## src/rtl/adder_operand_sequencer.sv

```systemverilog
// Board-side controller for the operand registers of an adder. It debounces a push button,
// issues one-cycle X/Y load strobes, and captures the registered sum after a fixed settle time.
module adder_operand_sequencer #(
    parameter int WIDTH           = 4,
    parameter int DEBOUNCE_CYCLES = 16,
    parameter int CNT_W           = 20,
    parameter int SETTLE_CYCLES   = 2
) (
    input  logic             clock,
    input  logic             reset,
    input  logic             key_n,
    input  logic [WIDTH-1:0] data_in,
    output logic             load_x,
    output logic             load_y,
    output logic [WIDTH-1:0] operand,
    input  logic [WIDTH-1:0] sum_in,
    input  logic             carry_in,
    output logic [WIDTH:0]   result_out,
    output logic             result_valid,
    output logic [1:0]       state_out
);

    localparam int SET_W = (SETTLE_CYCLES < 1) ? 1 : $clog2(SETTLE_CYCLES + 1);

    typedef enum logic [1:0] {
        S_X    = 2'b00,
        S_Y    = 2'b01,
        S_WAIT = 2'b10,
        S_SHOW = 2'b11
    } state_t;

    logic             sync_q1, sync_q2;
    logic             deb, deb_d;
    logic [CNT_W-1:0] deb_cnt;
    logic             press;

    state_t           state, state_nx;
    logic [SET_W-1:0] settle_cnt, settle_nx;
    logic             load_x_nx, load_y_nx, valid_nx;
    logic [WIDTH-1:0] operand_nx;
    logic [WIDTH:0]   result_nx;

    // The synchronizer and debounced level reset to the idle (released) value,
    // so leaving reset can never look like a press.
    // NOTE: sequential state uses non-blocking assignments so every register
    // samples the values from before the edge, independent of statement order.
    always_ff @(posedge clock or negedge reset) begin
        if (!reset) begin
            sync_q1 <= 1'b1;
            sync_q2 <= 1'b1;
            deb     <= 1'b1;
            deb_d   <= 1'b1;
            deb_cnt <= '0;
            press   <= 1'b0;
        end else begin
            sync_q1 <= key_n;
            sync_q2 <= sync_q1;
            if (sync_q2 != deb) begin
                if (deb_cnt == CNT_W'(DEBOUNCE_CYCLES - 1)) begin
                    deb     <= sync_q2;
                    deb_cnt <= '0;
                end else begin
                    deb_cnt <= deb_cnt + 1'b1;
                end
            end else begin
                deb_cnt <= '0;
            end
            deb_d <= deb;
            press <= deb_d & ~deb;
        end
    end

    always_ff @(posedge clock or negedge reset) begin
        if (!reset) begin
            state        <= S_X;
            settle_cnt   <= '0;
            load_x       <= 1'b0;
            load_y       <= 1'b0;
            operand      <= '0;
            result_out   <= '0;
            result_valid <= 1'b0;
        end else begin
            state        <= state_nx;
            settle_cnt   <= settle_nx;
            load_x       <= load_x_nx;
            load_y       <= load_y_nx;
            operand      <= operand_nx;
            result_out   <= result_nx;
            result_valid <= valid_nx;
        end
    end

    // NOTE: every output of this block gets a default first, so no path
    // through the case statement can leave a value unassigned and infer a latch.
    always_comb begin
        state_nx   = state;
        settle_nx  = settle_cnt;
        load_x_nx  = 1'b0;
        load_y_nx  = 1'b0;
        operand_nx = operand;
        result_nx  = result_out;
        valid_nx   = result_valid;
        case (state)
            S_X: begin
                if (press) begin
                    load_x_nx  = 1'b1;
                    operand_nx = data_in;
                    state_nx   = S_Y;
                end
            end
            S_Y: begin
                if (press) begin
                    load_y_nx  = 1'b1;
                    operand_nx = data_in;
                    settle_nx  = '0;
                    state_nx   = S_WAIT;
                end
            end
            S_WAIT: begin
                // One edge for the y register to load, then SETTLE_CYCLES for the adder path.
                if (settle_cnt == SET_W'(SETTLE_CYCLES)) begin
                    result_nx = {carry_in, sum_in};
                    valid_nx  = 1'b1;
                    state_nx  = S_SHOW;
                end else begin
                    settle_nx = settle_cnt + 1'b1;
                end
            end
            S_SHOW: begin
                if (press) begin
                    valid_nx = 1'b0;
                    state_nx = S_X;
                end
            end
        endcase
    end

    assign state_out = state;

endmodule
```

## config.mk

```make
export PLATFORM = sky130hd
export DESIGN_NAME = adder_operand_sequencer
export DESIGN_NICKNAME = d
export VERILOG_FILES = /design/src/rtl/adder_operand_sequencer.sv
export SDC_FILE = /design/constraint.sdc
export NUM_CORES = 1
export LEC_CHECK = 0
export ABC_CLOCK_PERIOD_IN_PS = 1900
export CORE_AREA = 5 5 66 74
export DETAILED_ROUTE_END_ITERATION = 8
export DIE_AREA = 0 0 71 79
export PLACE_DENSITY = 0.72
export SLEW_MARGIN = 20
export SYNTH_ARGS = -nofsm -noshare
export SYNTH_HDL_FRONTEND = slang
export SYNTH_SLANG_ARGS = --single-unit
```

## constraint.sdc

```tcl
create_clock -name clock -period 1.9 [get_ports clock]
set_input_delay 0.38 -clock clock [delete_from_list [all_inputs] [get_ports clock]]
set_output_delay 0.38 -clock clock [all_outputs]
set_load 0.03 [all_outputs]
```

---- Yosys cells after proc, flatten, opt, wreduce, memory -nomap -nowiden ----
Index checks and enable logic that the tools add are counted.
W data, S select, Z words.
storage, ports and cells
  logic and storage cells ................. 53
  register bits after elaboration ......... 41
  RAM bits ................................ 0
  latch bits .............................. 0
  input bits .............................. 12
  memories kept ........................... 0
  bits in read-only memories .............. 0
cells by class
  div/mod/pow operators ................... 0
  order comparisons ....................... 0
  multipliers ............................. 0
  shifts and indexed selects .............. 0
  bitwise operators ....................... 2
  add/subtract/negate cells ............... 2
  multiplexer cells ....................... 15
  equal/unequal tests ..................... 11
  reduce and logical (&&, ||, !) cells .... 10
operators with widths
  cell                     number
  $mux W20                 2
  $add A20 B1 Y20 const B  1
  $eq A20 B4 Y1 const B    1
  $mux W2                  5
  $ne A2 B2 Y1 const B     5
  $pmux W2 S4              1
  $eq A2 B2 Y1 const B     3
  $reduce_and A2 Y1        3
  $reduce_and A3 Y1        2
  $mux W1                  5
  $pmux W2 S2              1
  $reduce_and A4 Y1        1
  $reduce_bool A2 Y1       2
  $add A2 B1 Y2 const B    1
  $eq A2 B1 Y1 const B     1
  $logic_not A2 Y1         1
  $pmux W1 S2              1
  $reduce_or A2 Y1         1
  $and A1 B1 Y1            1
  $ne A1 B1 Y1             1
  $not A1 Y1               1

---- Depth between registers and ports, before layout ----
Gate-level depths: netlist of run 1.
  depth in word-level cells ............... 3
  depth in mapped cells ................... 6
  depth with buffers taken out ............ 6

---- Least setup slack after synthesis of run 1 ----
OpenSTA, ideal clock, no wires.
  kind .................................... register to register
  start point ............................. register deb_cnt[12]
  end point ............................... register deb_cnt[7]
  clock period less this slack ............ 1.869 ns
  stages on the path, launching flop included .. 5
  path buffers ............................ 1
  path slack .............................. 0.031 ns
  data arrival time ....................... 1.751 ns
  library setup time ...................... 0.119 ns
  cell sequence ........................... dfrtp_1 or4_4 o41ai_4 buf_6 nor2_1
on the way
  longest elaborated chain between the ends .. 3
ends and longest elaborated chain
  what                    RTL line  RTL
  start, declared         34        logic [CNT_W-1:0] deb_cnt;
  start signal, assigned  63        deb_cnt <= deb_cnt + 1'b1;
  $eq A20 B4 Y1           59        if (deb_cnt == CNT_W'(DEBOUNCE_CYCLES - 1)) begin
  $mux W20                59
  $mux W20                58        if (sync_q2 != deb) begin
No other way between the ends.
A chain may end at the register's enable or synchronous reset.

---- Worst setup path after layout of run 1 ----
  start point ............................. register state[1], in the netlist state_out[1]
  end point ............................... output state_out[1]
RTL lines
  what                    RTL line  RTL
  start, declared         37        state_t state, state_nx;
  start signal, assigned  83        state <= state_nx;
  end, declared           20        output logic [1:0] state_out
No word-level cell between the ends.

==> results of run 1 <==
## cell usage in the layout (no fill, tap or decap), types with 2 or more instances in the layout
cell type and count:
o31ai_1 3, or4_4 2, nor3_1 5, xor2_1 9, buf_4 6, clkdlybuf4s50_1 24, ha_1 7, nand4_1 5
mux2_2 11, dfstp_2 4, inv_1 6, nor4_2 2, or4_1 4, and4_1 2, nand3_1 8, o21ai_0 7
clkbuf_8 6, dfrtp_1 37, and2_1 4, xnor2_1 3, nor2b_1 2, nand2_1 10, nor2_1 15, mux2i_1 2
or3_1 4, a21oi_1 9
## layer usage
metal | up-vias | GRT usage | share of wire | wire length [um]
li1 | 688 | - | - | -
met3 | 11 | 0.0405 | 0.047 | 173
met1 | 721 | 0.170 | 0.40 | 1490
met2 | 36 | 0.264 | 0.53 | 1960
met5 | - | 0 | 0 | 0
met4 | 0 | 0.0714 | 0.024 | 88
## report_power, final
part	switching (mW)	internal [mW]
registers	0.0861	0.994
clock network	0.283	0.428
logic	0.473	0.386
## worst reg2reg max path: cells and delay by family (launching register included)
family           cells  cell delay, ns
and+or+nand+nor      2            0.88
DFF                  1            0.43
muxes                1            0.37
## worst min-delay path by stage
stage / to / slack, ns / startpoint
after detailed placement: sync_q2 / 0.35 / sync_q1
after global placement: sync_q2 / 0.35 / sync_q1
final: load_y / 0.04 / reset
after CTS: load_y / 0.05 / reset
after floorplan: deb_cnt[0] / 0.08 / reset
after global routing: operand[0] / 0.07 / reset
## sequential cells by signal (all words and copies together) (netlist names), 2 cells and up
signal and flops:
result_out 5, state_out 2, operand 4, settle_cnt 2, deb_cnt 20
## metrics by stage
stage | hold WS, ns | total power, mW
after global placement | 0.346 | 1.92
after CTS | 0.0466 | 2.68
after global routing | 0.0653 | 2.80
final | 0.0399 | 2.65
after floorplan | 0.0844 | 1.64
after detailed placement | 0.347 | 1.97
## area by class of cell
| cell class | instances | area, sq um | share of cell area |
|---|---|---|---|
| clock inverter | 1 | 30.0 | 0.0124 |
| sequential | 41 | 1030 | 0.425 |
| multi-input combinational | 122 | 866 | 0.357 |
| timing repair buffer | 33 | 322 | 0.133 |
| inverter | 6 | 22.5 | 0.00929 |
| clock buffer | 7 | 86.3 | 0.0356 |
| tap | 54 | 67.6 | 0.0279 |
## cells by family (layout without fill, tap and decap cells)
logic type               count (synthesis)  after routing
AND/OR/NAND/NOR                         67             67
flip-flops                              41             41
AO/OA/AOI/OAI                           23             23
multiplexers                            13             13
XOR/XNOR                                12             12
buffers and inverters                    9             47
adder cells (fa/ha/maj)                  7              7
## timing repair
action	in CTS	in global routing
setup buffers	0	2
gates resized for setup	0	3
endpoints found under the setup margin	0	20
hold buffers	0	0
==> impl_metrics.yaml, run 1 <==
floorplanning:
  die_w_um: 71
  placementRows: 25
  core-area_sq_um: 4130
  io_pins: 26
  fp.dieH_um: 79
  start_util: 0.466
  dieArea_sq_um: 5610
clock_tree:
  cts_buffers: 5
  cts_root_buf: "clkbuf_8"
  cts_tree: "done"
  htreeDepth: 2
  cts.sinks: 41
  clockBufferDepth: 2
  cts.clk_slew.worst_paths_ns: 0.08
  insertion_delay_ns: 0.29
yosys:
  synthFlopType: "dfrtp_1"
  synthMuxAreaShare: 0.0747
  synth_area_leaders: "dfrtp_1 (48%), mux2_2 (6.4%), dfstp_2 (5.5%)"
  seq_area_frac_synth: 0.535
  synthDominantCellAreaShare: 0.481
  yosys_warnings: 0
  ys_types: 32
  synth_most_common_cell: "dfrtp_1"
  synthSimpleGateAreaFrac: 0.189
  ys_ff_latch: 41
  synth_edf_count: 0
  ys_top_cells_by_count: "dfrtp_1 (37), nor2_1 (15), mux2_2 (11)"
  syn_inst: 172
  synth_compound_area_frac: 0.0793
  async_reset_ff_frac: 1.00
  syn-num-nets: 191
  synth-xor-area-share: 0.0546
  synthAdderAreaFrac: 0.0455
  yosysTopAreaCell: "dfrtp_1"
  synth_top_family_by_area: "simple AND/OR/NAND/NOR gates"
  synth_area_sq_um: 1930
  syn_area_per_cell_sq_um: 11.2
worst_setup_path:
  rr_endpoint: "deb"
  arrival_ns: 1.41
  cpPeakStageDelay_ns: 0.70
  r2r_slack_ns: 0.16
  crit_chain: "clkdlybuf4s50_1"
  start_kind: "flip-flop"
  cp_top_family: "buffers and inverters"
  worstPathRequired_ns: 1.52
  cp_slowest_cell: "clkdlybuf4s50_1"
  crit_type: "reg2out"
  cp-endpoint: "state_out[1]"
  cp_num_buf_inv: 1
  cp.depth: 1
  reg2reg_from: "deb_cnt[17]"
  reg2reg_depth: 3
  endpoint_kind: "output port"
  startpoint: "state_out[1]"
  path_max_fanout: 5
place:
  dp_cells: 254
  dp_hpwl_um: 2820
  gp_congestion: 0.852
  pre_cts_slack_ns: 0.0672
  io_buffers: 25
  placed_cell_area_sq_um: 2280
status:
  status: "finished, final reports clean"
hold_path:
  hold_path_class: "in2async"
global_route:
  antenna_found_initial: 0
  grtUsageTotal: 0.151
  grt_pass1_vias: 1475
  gr-total-overflow: 0
  grt_pass1_wl_um: 6620
  grt_max_degree: 22
drt:
  avgViaCountPerCell: 5.52
  wl_per_cell_um: 14.0
  drcViolationCount: 0
  wl_um: 3700
  dr.pass1.iters: 4
  drtAntennaViolNets: 0
  vias: 1456
  drt-initial-drc-count: 57
timing:
  slew_headroom: 0.675
  min_period_ns: 1.79
  worstMarginPinSlew_ns: 0.487
  hold_viol: 0
  fin_crit_sh: 0.942
  final-max-slew-violation-count: 0
  rsz0062_at_grt: "no"
  setup_viol: 0
  fin_tns_setup_ns: 0
  layout_setup_ws_ns: 0.111
  clock.fmax_mhz: 559
  finClkSkew_ns: 0.00800
final_layout:
  fillers: 370
  synthToLayoutAreaGrowth_pct: 25.9
  fin_nets: 228
  design_area_sq_um: 2420
  diodes: 0
  final_cells: 264
  final_util: 0.587
  layout-drive-gt1-share: 0.181
flow_run:
  maxCapViolCount: 0
power_and_ir_drop:
  vdd_ir_drop_max_mv: 0.679
  p_leak_nw: 1.03
  power_density_nw_per_um2: 1090
Power figures use the tool's default switching activity.
==> run 2, diff against run 1 <==
CTS_CLUSTER_SIZE = 20   (was unset)
GPL_ROUTABILITY_DRIVEN = 0   (was unset)
SKIP_LAST_GASP = 1   (was unset)
==> results of run 2 <==
Final layout, timing and power as in run 1 (identical DEF).
